<file path="src/rtl/jtframe_debug_sel.sv">
// rtl/jtframe_debug_sel.sv - debug key driven 8-bit selector with auto-repeat and OSD show window
//
// Purpose: turns the debug keys into an 8-bit debug_bus value. up/down step by
// 1 (or 16 with key_shift), clr returns to zero, and a held key auto-repeats.
// Build option: define JTFRAME_DEBUG_REPEAT_EN to enable auto-repeat; without
// it every press gives exactly one step and HOLD_DLY/REP_PER are unused.
//
// Ports:
//   clk        system clock
//   rst        synchronous reset, active-high
//   key_up     increment key (level, synchronised)
//   key_down   decrement key (level, synchronised)
//   key_shift  step of 16 instead of 1
//   key_clr    clear key (level, synchronised)
//   lock       ignore all keys while high
//   debug_bus  selector value
//   bus_upd    one-cycle pulse when debug_bus changes
//   show       high while the OSD should display debug_bus

module jtframe_debug_sel #(
  parameter logic [23:0] HOLD_DLY = 24'd6_000_000,
  parameter logic [23:0] REP_PER  = 24'd1_200_000,
  parameter logic [23:0] SHOW_DLY = 24'd12_000_000
) (
  input  logic       clk,
  input  logic       rst,
  input  logic       key_up,
  input  logic       key_down,
  input  logic       key_shift,
  input  logic       key_clr,
  input  logic       lock,
  output logic [7:0] debug_bus,
  output logic       bus_upd,
  output logic       show
);

  localparam int SW = $clog2(SHOW_DLY) + 1;
  localparam logic [SW-1:0] SHOW_LOAD = SW'(SHOW_DLY - 24'd1);

  // key history: {clr, down, up}
  logic [2:0]    hist;
  logic          up_press, down_press, clr_press;
  logic [7:0]    step_amt;
  logic          step_en, step_up, clr_bus;
  logic [7:0]    bus_nx;
  logic [SW-1:0] show_cnt;

  assign up_press   = key_up   & ~hist[0];
  assign down_press = key_down & ~hist[1];
  assign clr_press  = key_clr  & ~hist[2];
  assign step_amt   = key_shift ? 8'd16 : 8'd1;

`ifdef JTFRAME_DEBUG_REPEAT_EN
  localparam logic [23:0] CMAX = (HOLD_DLY > REP_PER) ? HOLD_DLY : REP_PER;
  localparam int CW = $clog2(CMAX) + 1;
  localparam logic [CW-1:0] HOLD_LAST = CW'(HOLD_DLY - 24'd1);
  localparam logic [CW-1:0] REP_LAST  = CW'(REP_PER - 24'd1);

  typedef enum logic [1:0] {IDLE, HOLD, REPEAT} state_t;

  state_t        state, state_nx;
  logic          dir, dir_nx;     // 1 = up
  logic [CW-1:0] cnt, cnt_nx;
  logic          held;

  assign held = dir ? key_up : key_down;

  always_comb begin
    state_nx = state;
    dir_nx   = dir;
    cnt_nx   = cnt;
    step_en  = 1'b0;
    step_up  = dir;
    clr_bus  = 1'b0;
    if (lock) begin
      state_nx = IDLE;
      cnt_nx   = '0;
    end else if (clr_press) begin
      clr_bus  = 1'b1;
      state_nx = IDLE;
      cnt_nx   = '0;
    end else if (key_up && key_down) begin
      state_nx = IDLE;
      cnt_nx   = '0;
    end else if (state != IDLE && held) begin
      if (state == HOLD && cnt == HOLD_LAST) begin
        state_nx = REPEAT;
        step_en  = 1'b1;
        cnt_nx   = '0;
      end else if (state == REPEAT && cnt == REP_LAST) begin
        step_en  = 1'b1;
        cnt_nx   = '0;
      end else begin
        cnt_nx   = cnt + CW'(1);
      end
    end else begin
      // Idle, or the active key was just released: a press of either key
      // in this same cycle still starts a new step.
      state_nx = IDLE;
      cnt_nx   = '0;
      if (up_press || down_press) begin
        step_en  = 1'b1;
        step_up  = up_press;
        dir_nx   = up_press;
        state_nx = HOLD;
      end
    end
  end

  always_ff @(posedge clk) begin
    if (rst) begin
      state <= IDLE;
      dir   <= 1'b0;
      cnt   <= '0;
    end else begin
      state <= state_nx;
      dir   <= dir_nx;
      cnt   <= cnt_nx;
    end
  end
`else
  logic [47:0] unused_cfg;
  assign unused_cfg = {HOLD_DLY, REP_PER};

  always_comb begin
    step_en = 1'b0;
    step_up = up_press;
    clr_bus = 1'b0;
    if (!lock) begin
      if (clr_press)
        clr_bus = 1'b1;
      else if (!(key_up && key_down) && (up_press || down_press))
        step_en = 1'b1;
    end
  end
`endif

  always_comb begin
    bus_nx = debug_bus;
    if (clr_bus)
      bus_nx = 8'd0;
    else if (step_en)
      bus_nx = step_up ? debug_bus + step_amt : debug_bus - step_amt;
  end

  always_ff @(posedge clk) begin
    if (rst) begin
      hist      <= 3'd0;
      debug_bus <= 8'd0;
      bus_upd   <= 1'b0;
      show_cnt  <= '0;
    end else begin
      hist      <= {key_clr, key_down, key_up};
      debug_bus <= bus_nx;
      bus_upd   <= (bus_nx != debug_bus);
      // bus_upd itself covers the first show cycle, the counter the rest
      if (bus_upd)
        show_cnt <= SHOW_LOAD;
      else if (show_cnt != '0)
        show_cnt <= show_cnt - SW'(1);
    end
  end

  assign show = bus_upd | (show_cnt != '0);

endmodule
</file>
<file path="config.mk">
export PLATFORM = sky130hd
export DESIGN_NAME = jtframe_debug_sel
export DESIGN_NICKNAME = d
export VERILOG_FILES = /design/src/rtl/jtframe_debug_sel.sv
export SDC_FILE = /design/constraint.sdc
export NUM_CORES = 1
export LEC_CHECK = 0
export CORE_MARGIN = 3
export CORE_UTILIZATION = 37
export DETAILED_ROUTE_END_ITERATION = 16
export PLACE_DENSITY = 0.67
export REMOVE_ABC_BUFFERS = 1
export SLEW_MARGIN = 25
export SYNTH_ARGS = -nofsm -noshare
export SYNTH_HDL_FRONTEND = slang
export SYNTH_SLANG_ARGS = --single-unit
</file>
<file path="constraint.sdc">
create_clock -name clk -period 4 [get_ports clk]
set_clock_uncertainty 0.15 [all_clocks]
set_input_delay 1 -clock clk [delete_from_list [all_inputs] [get_ports clk]]
set_output_delay 1 -clock clk [all_outputs]
set_load 0.02 [all_outputs]
</file>
==> results summary, run 1 <==
The via count of the first global-routing pass is 1,913. The sum of buffers and inverters on the critical path is 2. The hold-fix buffer count after cts came out at 0. The share of the clock period used by the worst path came out at 0.932.

The worst setup path is captured at a primary output. The vertical die dimension is 83.1 µm. The transition time at the pin with the least slew margin came out at 560 ps.

Counting the fill cells in the layout gives approximately 550. The routed length per instance is 13.8 µm. The deepest level of the CTS H-tree came out at 2. The synthesized netlist cell count is approximately 270. The worst-path cell with the longest stage delay is sky130_fd_sc_hd__or4b_1. The number of violations of the max-capacitance limit came out at 0. The site row count came out at 27. Along the worst path, the maximum fanout reaches 4. The number of antenna violations at the first check in global routing came out at 0.

The fraction of registers with async set or reset after synthesis is 0. TritonCTS built the clock tree. Compared with the post-synthesis result, the final layout area differs by 18.3%. The share of the synthesized area in the top cell type came out at 0.337. After detailed routing, the number of remaining DRC violations is 0. Clock latency on the worst-skew pair, taken at its later pin, is 290 ps. Port buffering added 16 buffers. The simple logic cell fraction of the synthesized area is 0.297. The number of antenna repair diodes is 0. The number of gates resized after cts came out at 0.

The power per unit of standard cell area came out at 696 nW/µm². The number of top-level design ports is 17. Setup repair after global routing left no endpoint under its margin. The worst setup path is launched from a flip-flop. The wire length of the first global-routing pass is 8690 µm.

The cell sitting at the root of the clock tree is a sky130_fd_sc_hd__clkbuf_8. The longest individual stage delay on the worst path is roughly 580 ps. The total of endpoints with negative setup slack in the final report came out at 0.

The final-report max-slew violation count is 0. The die boundary width came out at 83.1 µm. The share of the synthesized area in compound gates (AO/OA/AOI/OAI) came out at 0.151.

Measured against its own limit, the worst slew margin works out to 0.626. The count of cell types in the netlist is 51. Across the VDD grid, the largest voltage drop is 0.381 mV. Clock tree synthesis found a total of 37 sinks.

Measured against the total synthesized area, the mux share comes to 0.0227. The number of synthesis warnings came out at 0. The clock buffer count from CTS is 5. The number of flops mapped to enable cells by yosys came out at 0. The post-route standard cell area excluding fillers is roughly 2600 µm².

The footprint of the flip-flops and latches is 741 µm². After the first detailed-routing iteration, the DRC count stood at 76. The area used by multi-input combinational logic came out at 1370 µm². By instance count, the leading cell after synthesis is sky130_fd_sc_hd__dfxtp_1.

Detailed placement ended at an HPWL of roughly 3600 µm. The mean area per synthesized cell is 8.18 µm². The number of nets at the end of the flow came out at roughly 300. The critical path in this run is classified as reg2out.

The number of buffers inserted by post-CTS setup repair came out at 0. The sequential-to-total area share from yosys stat came out at 0.337. The largest area contributor in the synthesized netlist is sky130_fd_sc_hd__dfxtp_1. Walking the worst path, the cells encountered are inv_1 > ha_1 > or4b_1 > nor2_1 > nand4_1 > nand2b_1 > clkdlybuf4s50_1. By area, the combinational part of the netlist is dominated by simple AND/OR/NAND/NOR gates. The signal arrival time at the worst endpoint is approximately 2600 ps. The minimum clock period is between 3000 and 4000 ps. The run finished with clean final reports.

The placer congestion estimate is ~0.95. The achievable frequency came out at approximately 270 MHz. The starting utilization of the core area came out at 0.390. The number of iterations in the first detailed-routing pass came out at 5. Summed over all layers, the global routing overflow is 0.

The floorplan step defined a die boundary enclosing 6910 µm². The routed layout has 1,996 vias. After synthesis the netlist holds a flip-flop and latch count of 37.

The required time reported for the critical path endpoint is 2850 ps. The pin count of the biggest net entering global routing is 25. In the post-synthesis netlist, the biggest area contributors are sky130_fd_sc_hd__dfxtp_1 34%, sky130_fd_sc_hd__xor2_1 8.4%, sky130_fd_sc_hd__a21oi_1 6.1%. On the critical path the largest part of the delay comes from simple AND/OR/NAND/NOR gates.

The longest clock path from root to sink contains 2 buffers. The adder-cell area share of the yosys netlist is 0.0341. In the routed layout, each cell is associated on average with a via count of 5.51. The count of final hold-check violations came out at 0. The summed instance area of the synthesized netlist is 2200 µm². The post-route antenna net violation count is 0. The tightest min-delay check is of the reg2reg type. The accumulated negative setup slack came out at 0 ps. The post-placement cell area came out at between 2000 and 2500 µm². Of the cells placed in the final design, the portion with a size suffix greater than 1 is 0.110. The most used flip-flop cell after synthesis is sky130_fd_sc_hd__dfxtp_1. The synthesized-area fraction occupied by xor and xnor cells came out at 0.115. After clock tree synthesis, the clock-pin slew on the worst setup and hold paths is roughly 80 ps. Wires add up to approximately 5000 µm. The core outline area came out at 5640 µm². The global-route total usage across every layer came out at 0.149.

The standby leakage power came out at 0.000975 µW. Ranked by instance count, the synthesized netlist is headed by 37 x sky130_fd_sc_hd__dfxtp_1, 34 x sky130_fd_sc_hd__nor2_1, 27 x sky130_fd_sc_hd__a21oi_1.
cells by family (layout without fill, tap and decap cells):
kind of cell	count (synthesis)	in the layout
DFF	37	37
AOI/OAI and AO/OA	51	51
adders and majority gates	6	6
and+or+nand+nor	118	118
buffers and inverters	23	44
xor gates and xnor gates	29	29
muxes	5	5
flip-flops by register name, summed over array words and instances (netlist names):
| register | cells |
|---|---|
| bus_upd | 1 |
| debug_bus | 8 |
| hist | 3 |
| show_cnt | 25 |
cell type report:
class	count	share of cell area
multi-input cells	209	0.525
well taps	72	0.0346
clock buffers	5	0.0264
inverters	10	0.0144
flip-flops and latches	37	0.284
clock inverters	3	0.0250
repair buffers	26	0.0903
worst paths after layout:
kind / startpoint / end / cells past startpoint / slack [ps]
min reg2reg: show_cnt[24] / show_cnt[24] / 2 / 310
min: show_cnt[24] / show_cnt[24] / 2 / 310
max: show_cnt[0] / show / 7 / 270
max reg2reg: hist[0] / bus_upd / 11 / 1310
metrics by stage:
stage / worst slack (ps) / hold WS, ps / utilization / cells / power (µW)
final: 273 / 309 / 0.462 / 362 / 1810
after global routing: 145 / 347 / 0.462 / 362 / 1940
after CTS: 258 / 312 / 0.462 / 362 / 1820
after detailed placement: 105 / 305 / 0.438 / 354 / 1430
after global placement: 160 / 299 / 0.438 / 354 / 1410
after floorplan: 625 / 276 / - / 256 / 1240
routing by layer:
layer,share of wire,global-route usage,up-vias
li1,-,-,1007
met1,0.47,0.193,928
met2,0.47,0.241,51
met3,0.044,0.0387,10
met4,0.018,0.0520,0
met5,0,0,-
power breakdown:
part           internal (µW)  switching [µW]  leakage [µW]
Combinational            371             477      0.000604
Sequential               475             105      0.000303
Clock                    248             136     0.0000681
tightest hold or removal path, cell delays in order, from the launching register on:
cell                      delay [ps]
sky130_fd_sc_hd__dfxtp_1         330
sky130_fd_sc_hd__nand2_1          60
sky130_fd_sc_hd__a31oi_1          30
placed cells by master (no fill, tap or decap), types with 2 or more instances in the layout:
master and count:
sky130_fd_sc_hd__dfxtp_1 37, sky130_fd_sc_hd__nor2_1 34, sky130_fd_sc_hd__a21oi_1 27, sky130_fd_sc_hd__xor2_1 21, sky130_fd_sc_hd__clkdlybuf4s50_1 16, sky130_fd_sc_hd__nand2_1 13
sky130_fd_sc_hd__nand3_1 12, sky130_fd_sc_hd__nor3_1 11, sky130_fd_sc_hd__buf_4 10, sky130_fd_sc_hd__inv_1 9, sky130_fd_sc_hd__xnor2_1 8, sky130_fd_sc_hd__nand4_1 6
sky130_fd_sc_hd__nor2b_1 6, sky130_fd_sc_hd__ha_1 6, sky130_fd_sc_hd__nor4_1 5, sky130_fd_sc_hd__mux2i_1 5, sky130_fd_sc_hd__clkbuf_8 5, sky130_fd_sc_hd__o21ai_0 4
sky130_fd_sc_hd__or4_1 3, sky130_fd_sc_hd__or2_2 3, sky130_fd_sc_hd__nand4b_1 3, sky130_fd_sc_hd__nand3b_1 3, sky130_fd_sc_hd__or3_1 3, sky130_fd_sc_hd__a31oi_1 3
sky130_fd_sc_hd__nor4_2 2, sky130_fd_sc_hd__nor4b_1 2, sky130_fd_sc_hd__a31o_2 2, sky130_fd_sc_hd__a221oi_1 2, sky130_fd_sc_hd__nor3b_1 2, sky130_fd_sc_hd__a32oi_1 2
sky130_fd_sc_hd__bufinv_16 2
Note: power is estimated with default switching activity, not from simulation.
==> inputs of run 2 (changes only) <==
--- a/config.mk
+++ b/config.mk
@@ -5,12 +5,12 @@
 export SDC_FILE = /design/constraint.sdc
 export NUM_CORES = 1
 export LEC_CHECK = 0
-export CORE_MARGIN = 3
-export CORE_UTILIZATION = 37
+export CORE_UTILIZATION = 52
 export DETAILED_ROUTE_END_ITERATION = 16
-export PLACE_DENSITY = 0.67
+export PLACE_DENSITY = 0.84
 export REMOVE_ABC_BUFFERS = 1
 export SLEW_MARGIN = 25
 export SYNTH_ARGS = -nofsm -noshare
 export SYNTH_HDL_FRONTEND = slang
 export SYNTH_SLANG_ARGS = --single-unit
+export TNS_END_PERCENT = 10
==> run 2 against run 1 <==
Compared with the run above:
- sequential share of layout area is 0.50 points higher
- cell count shrank 6.1%
- design area is 1.7% lower
- global-route usage is 10 points higher
- register-to-register slack improved by 20 ps
- sequential power is 1% higher
- via count rose by 1.5%
==> results summary, run 2 (same netlist as run 1, synthesis figures left out) <==
The count of vias placed by the detailed router is 2,025 (+1.5%). The deepest level of the CTS H-tree was 2 (unchanged). The top cell types in the final layout, fill and taps aside, are 37 x sky130_fd_sc_hd__dfxtp_1, 34 x sky130_fd_sc_hd__nor2_1, 27 x sky130_fd_sc_hd__a21oi_1. The startpoint identified for the worst hold timing path is show_cnt[24].

The leftover overflow at the end of global routing is 0 (unchanged). The total power after layout is 1780 µW (-1.5%). The number of antenna violations at the first check in global routing came out at 0 (unchanged). Setup repair after global routing left no endpoint under its margin.

The worst register-to-register path ends at bus_upd. The placer congestion estimate is 0.866 (-8.5%). The routed length per instance came to 14.8 µm (+6.7%). The slack of the worst reg-to-reg path is 1330 ps (+20 ps). The number of top-level design ports was 17 (unchanged). The maximum count of clock buffers along a single path came out at 2 (unchanged). The core outline area is 4030 µm² (-29%). The number of antenna repair diodes is 0 (unchanged). The clock buffer count from CTS came out at 5 (unchanged). The number of iterations in the first detailed-routing pass came out at 4 (-1). The fraction of layout cells with a size suffix above 1 came out at 0.107 (-0.00345). The number of buffers inserted by post-CTS setup repair came to 0 (unchanged). The maximum fanout along the worst path is 4 (unchanged).

The max-slew headroom at the worst pin is 0.638 (+0.0120). The final routed wirelength across all metal layers came out at 5020 µm (+0.18%). The number of cells on the worst hold path is 2 (unchanged). The share of the clock period used by the worst path came out at 0.948 (+0.0164). The final-layout fill cell count came out at 367 (-33%).

The register with the most flip-flops in the final layout is show_cnt. The worst hold-check slack is 323 ps (+13.6 ps). The clock latency reported for the late side of the worst-skew pair is 300 ps (about the same).

The achievable frequency came to 264 MHz (-1.7%). The critical path in this run is classified as reg2out. The die boundary width came out at 67.1 µm (-19%). The hold-fix buffer count after cts was 0 (unchanged). The starting DRC count in detailed routing is 167 (+120%).

The vertical die dimension is 67.1 µm (-19%). The transition time at the pin with the least slew margin is 543 ps (-17.9 ps). The most critical setup path has its startpoint at show_cnt[0]. The detailed placer's ending HPWL came to 3510 µm (-1.4%). The total of endpoints with negative setup slack in the final report came out at 0 (unchanged). The wire length of the first global-routing pass is 8470 µm (-2.5%). The via count of the first global-routing pass came to 1,857 (-2.9%). The largest registers in the layout are show_cnt x25, debug_bus x8, hist x3. The clock input transition at the sequential cells of the worst setup and hold paths came to 80 ps (about the same). The global-route total usage across every layer is 0.252 (+0.103).

The footprint of the flip-flops and latches is 741 µm² (unchanged). The cell count of the worst reg-to-reg path is 11 (unchanged). The layout overhead on the synthesized area came out at 16.3%. The pin count of the biggest net entering global routing came out at 25 (unchanged). The number of nets at the end of the flow is 302 (unchanged).

The signal arrival time at the worst endpoint came to 2640 ps (+60 ps). The final-report max-slew violation count was 0 (unchanged). The startpoint identified for the worst register-to-register timing path is hist[0]. The standby leakage power is 0.000965 µW (-0.99%). STA classifies the critical path endpoint as a primary output.

The flow ran to the end, and the final reports show no timing, DRC or antenna violations. The starting utilization of the core area came out at 0.546 (+0.156). The TritonCTS clock tree is yes. The minimum clock period came out at 3790 ps (+65.7 ps). The tightest min-delay check is of the reg2reg type. The worst voltage drop across the vdd grid was 0.223 mV (-41%).

The total DRC errors in the routed layout is 0 (unchanged). The area used by multi-input combinational logic came to 1370 µm² (unchanged). The most common cell after layout, fill and taps aside is sky130_fd_sc_hd__dfxtp_1. The tree is rooted in a sky130_fd_sc_hd__clkbuf_8. The accumulated negative setup slack came out at 0 ps (unchanged). The number of gates resized after cts is 0 (unchanged).

The port buffer count came to 16 (unchanged). The capture point of the critical path is show. The area of the die is 4500 µm² (-35%).

The power per unit of standard cell area came out at 697 nW/µm² (+0.23%). The per-cell via count in the routed design came to 5.96 (+8.0%). The number of clock sinks came out at 37 (unchanged). The number of violations of the max-capacitance limit came out at 0 (unchanged). The site row count is 23 (-15%). The kind of launch point of the worst setup path is a flip-flop. The count of final hold-check violations came out at 0 (unchanged). The post-route antenna net violation count is 0 (unchanged). The required time reported for the critical path endpoint was 2850 ps (about the same). The number of flip-flops under the largest register name is 25 (unchanged).
[run 2: cell count changes in the layout (fill, tap and decap cells not counted)]
cell,change
sky130_fd_sc_hd__clkinv_2,-1
sky130_fd_sc_hd__bufinv_16,-1
sky130_fd_sc_hd__clkbuf_1,+1
sky130_fd_sc_hd__clkbuf_8,+1
[run 2: power by group]
part | internal, µW | switching [µW] | total [µW]
Sequential | 475 | 111 | 586
Clock | 203 | 131 | 334
Combinational | 371 | 493 | 864
Total | 1050 | 735 | 1780
[run 2: how the worst min path moves through the flow]
stage	to	slack, ps
detailed placement	show_cnt[24]	310
finish	show_cnt[24]	320
CTS	show_cnt[24]	320
floorplan	show_cnt[24]	280
global route	show_cnt[24]	350
global placement	show_cnt[24]	300
[run 2: critical path, stage by stage, from the launching register on]
cell	delay [ps]
sky130_fd_sc_hd__dfxtp_1	330
sky130_fd_sc_hd__inv_1	60
sky130_fd_sc_hd__ha_1	190
sky130_fd_sc_hd__or4b_1	590
sky130_fd_sc_hd__nor2_1	260
sky130_fd_sc_hd__nand4_1	180
sky130_fd_sc_hd__nand2b_1	190
sky130_fd_sc_hd__clkdlybuf4s50_1	550
[run 2: per-stage QoR]
step / utilization / instance area, µm² / setup WS, ps / instances
finish: 0.635 / 2560 / 207 / 340
CTS: 0.635 / 2560 / 206 / 340
floorplan: - / 2140 / 625 / 256
global route: 0.635 / 2560 / 17.0 / 340
detailed placement: 0.606 / 2440 / 131 / 332
global placement: 0.606 / 2440 / 187 / 332
[run 2: layer usage]
layer,wire (µm),global-route usage,vias to the layer above
met5,0,0,-
met1,2290,0.314,953
met3,231,0.0445,11
met2,2380,0.414,53
li1,-,-,1008
met4,114,0.120,0
[run 2: area by class of cell]
type | instances | share of cell area
Timing Repair Buffer | 26 | 0.0919
Inverter | 10 | 0.0147
Multi-Input combinational cell | 209 | 0.534
Clock inverter | 1 | 0.0117
Clock buffer | 7 | 0.0337
Tap cell | 50 | 0.0244
Sequential cell | 37 | 0.289
==> inputs of run 3 (changes only) <==
--- a/config.mk
+++ b/config.mk
@@ -7,7 +7,8 @@
 export LEC_CHECK = 0
 export CORE_UTILIZATION = 52
 export DETAILED_ROUTE_END_ITERATION = 16
-export PLACE_DENSITY = 0.84
+export DONT_BUFFER_PORTS = 1
+export PLACE_DENSITY = 0.79
 export REMOVE_ABC_BUFFERS = 1
 export SLEW_MARGIN = 25
 export SYNTH_ARGS = -nofsm -noshare
==> constraint.sdc (replaced) <==
create_clock -name clk -period 4.1 [get_ports clk]
set_clock_uncertainty 0.15 [all_clocks]
set_input_delay 1.025 -clock clk [delete_from_list [all_inputs] [get_ports clk]]
set_output_delay 1.025 -clock clk [all_outputs]
set_load 0.02 [all_outputs]
==> run 3 against run 2 <==
Compared with the run above:
- clock power decreased by 24%
- non-clock buffer count shrank 21
- combinational power shrank 7.5%
- sequential share of layout area increased by 2.8 points
- first-iteration DRC count fell by 48%
- total power shrank 9.1%
- critical endpoint unchanged
==> results summary, run 3 (same netlist as run 1, synthesis figures left out) <==
The flow ran to the end, and the final reports show no timing, DRC or antenna violations. Leaving out fill and tap cells, the most frequent cell in the layout is sky130_fd_sc_hd__dfxtp_1. The maximum count of clock buffers along a single path is 2 (unchanged).

The number of top-level design ports was 17 (unchanged). The class of the most critical setup path is reg2out. The final routed wirelength across all metal layers is 4720 µm (-5.9%).

The pin count of the biggest net entering global routing came to 26 (+4.0%). The via count of the first global-routing pass is 1,787 (-3.8%). The global-route total usage across every layer was 0.236 (-0.0161). The total power after layout came out at 1620 µW (-9.1%).

The share of the clock period used by the worst path came out at 0.817. The largest registers in the layout are show_cnt x25, debug_bus x8, hist x3. The number of buffers inserted by post-CTS setup repair is 0 (unchanged).

The clock buffer count from CTS is 5 (unchanged). The longest individual stage delay on the worst path was 570 ps (-20 ps). The routed length per instance is 14.8 µm (+0.59%). The number of violations of the max-capacitance limit came out at 0 (unchanged).

The starting utilization of the core area came out at 0.546 (unchanged). The total DRC errors in the routed layout is 0 (unchanged). The number of antenna repair diodes is 0 (unchanged). The worst voltage drop across the vdd grid is 0.205 mV (-8.1%). The number of clock sinks came to 37 (unchanged).

The vertical die dimension came to 67.1 µm (unchanged). The critical path goes through inv_1 > ha_1 > or4b_1 > nor2_1 > nand4_1 > nand2b_1. The standby leakage power came out at 0.000869 µW (-10%). The clock latency reported for the late side of the worst-skew pair is 290 ps (about the same).

The total of endpoints with negative setup slack in the final report was 0 (unchanged). The number of iterations in the first detailed-routing pass is 5 (+1). The max-slew headroom at the worst pin is 0.617 (-0.0206). The number of flip-flops under the largest register name is 25 (unchanged). Static timing analysis puts the maximum clock frequency at 299 MHz. Clock tree synthesis selected as its root buffer the cell sky130_fd_sc_hd__clkbuf_8. The leftover overflow at the end of global routing came out at 0 (unchanged). The post-route antenna net violation count is 0 (unchanged). The detailed placer's ending HPWL came to 3320 µm (-5.4%).

The sum of buffers and inverters on the critical path is 1 (-1). The hold-fix buffer count after cts is 0 (unchanged). Counting flops per register, the top entry is show_cnt. The library cells used most frequently in the layout, excluding fill and tap cells, are 37 x sky130_fd_sc_hd__dfxtp_1, 34 x sky130_fd_sc_hd__nor2_1, 27 x sky130_fd_sc_hd__a21oi_1. The count of vias placed by the detailed router was 1,938 (-4.3%). The core outline area is 4030 µm² (unchanged). The per-cell via count in the routed design came out at 6.09 (+2.3%). The post-placement cell area came out at 2240 µm² (-8.1%). The signal arrival time at the worst endpoint came to 2170 ps (-470 ps). The number of gates resized after cts came out at 0 (unchanged).

The placer congestion estimate is 0.940 (+8.6%). The path class of the lowest-slack min-delay path is reg2reg. The worst setup path is launched from a flip-flop. The wire length of the first global-routing pass came out at 7890 µm (-6.9%). The starting DRC count in detailed routing is 87 (-48%). The site row count was 23 (unchanged). Setup repair after global routing left no endpoint under its margin. The TritonCTS clock tree is yes. The deepest level of the CTS H-tree came out at 2 (unchanged). The post-route standard cell area excluding fillers is 2330 µm² (-8.9%). The number of nets at the end of the flow came out at 281 (-7.0%). In this design, the largest share of critical-path delay is due to simple AND/OR/NAND/NOR gates.

The accumulated negative setup slack came out at 0 ps (unchanged). The power per unit of standard cell area came out at 696 nW/µm² (-0.18%). The minimum clock period came out at 3350 ps. The critical path endpoint category is a primary output. The clock input transition at the sequential cells of the worst setup and hold paths was 70 ps (about the same). The fraction of layout cells with a size suffix above 1 came out at 0.0933 (-0.0136). The port buffer count came out at 0 (-16).

The number of antenna violations at the first check in global routing is 0 (unchanged). The maximum fanout along the worst path is 4 (unchanged). For this design, the slowest cell found on the critical path is sky130_fd_sc_hd__or4b_1.

The count of final hold-check violations is 0 (unchanged). The transition time at the pin with the least slew margin is 573 ps (+30.7 ps). The required time reported for the critical path endpoint is 2920 ps (+70 ps). The final-report max-slew violation count is 0 (unchanged). The layout overhead on the synthesized area came out at 5.91%.

The area of the die is 4500 µm² (unchanged). The die boundary width came out at 67.1 µm (unchanged).
run 3: tightest hold or removal path: stages (launching register included):
cell and delay, ps:
sky130_fd_sc_hd__dfxtp_1 310, sky130_fd_sc_hd__o41ai_1 50, sky130_fd_sc_hd__a21oi_1 60
run 3: final timing paths:
| path | end | from | slack, ps | cells past startpoint |
|---|---|---|---|---|
| setup / recovery | show | show_cnt[0] | 750 | 6 |
| hold / removal | show_cnt[15] | show_cnt[15] | 310 | 2 |
| setup reg to reg | bus_upd | hist[0] | 1350 | 10 |
| hold reg to reg | show_cnt[15] | show_cnt[15] | 310 | 2 |
run 3: layout make-up:
| type | count | area [µm²] |
|---|---|---|
| multi-input cells | 209 | 1370 |
| well taps | 50 | 62.6 |
| inverters | 10 | 37.5 |
| flip-flops and latches | 37 | 741 |
| clock buffers | 7 | 86.3 |
| repair buffers | 5 | 37.5 |
| fillers | 382 | 1700 |
run 3: stage by stage:
stage	hold WS (ps)	setup WS [ps]	utilization	cells
after detailed placement	302	620	0.557	311
after global routing	337	615	0.579	318
after global placement	298	688	0.557	311
after floorplan	276	700	-	256
final	311	751	0.579	318
after CTS	314	759	0.579	318
run 3: where the power goes:
part           total, µW  switching, µW  internal [µW]  leakage [µW]
sequential           571            107            464      0.000303
combinational        799            456            343      0.000522
clock                253            120            133     0.0000443
total               1620            683            940      0.000869
run 3: metal layers:
layer | track usage | wire length [µm]
met5 | 0 | 0
met1 | 0.268 | 2100
met2 | 0.394 | 2270
met3 | 0.0634 | 227
met4 | 0.130 | 116
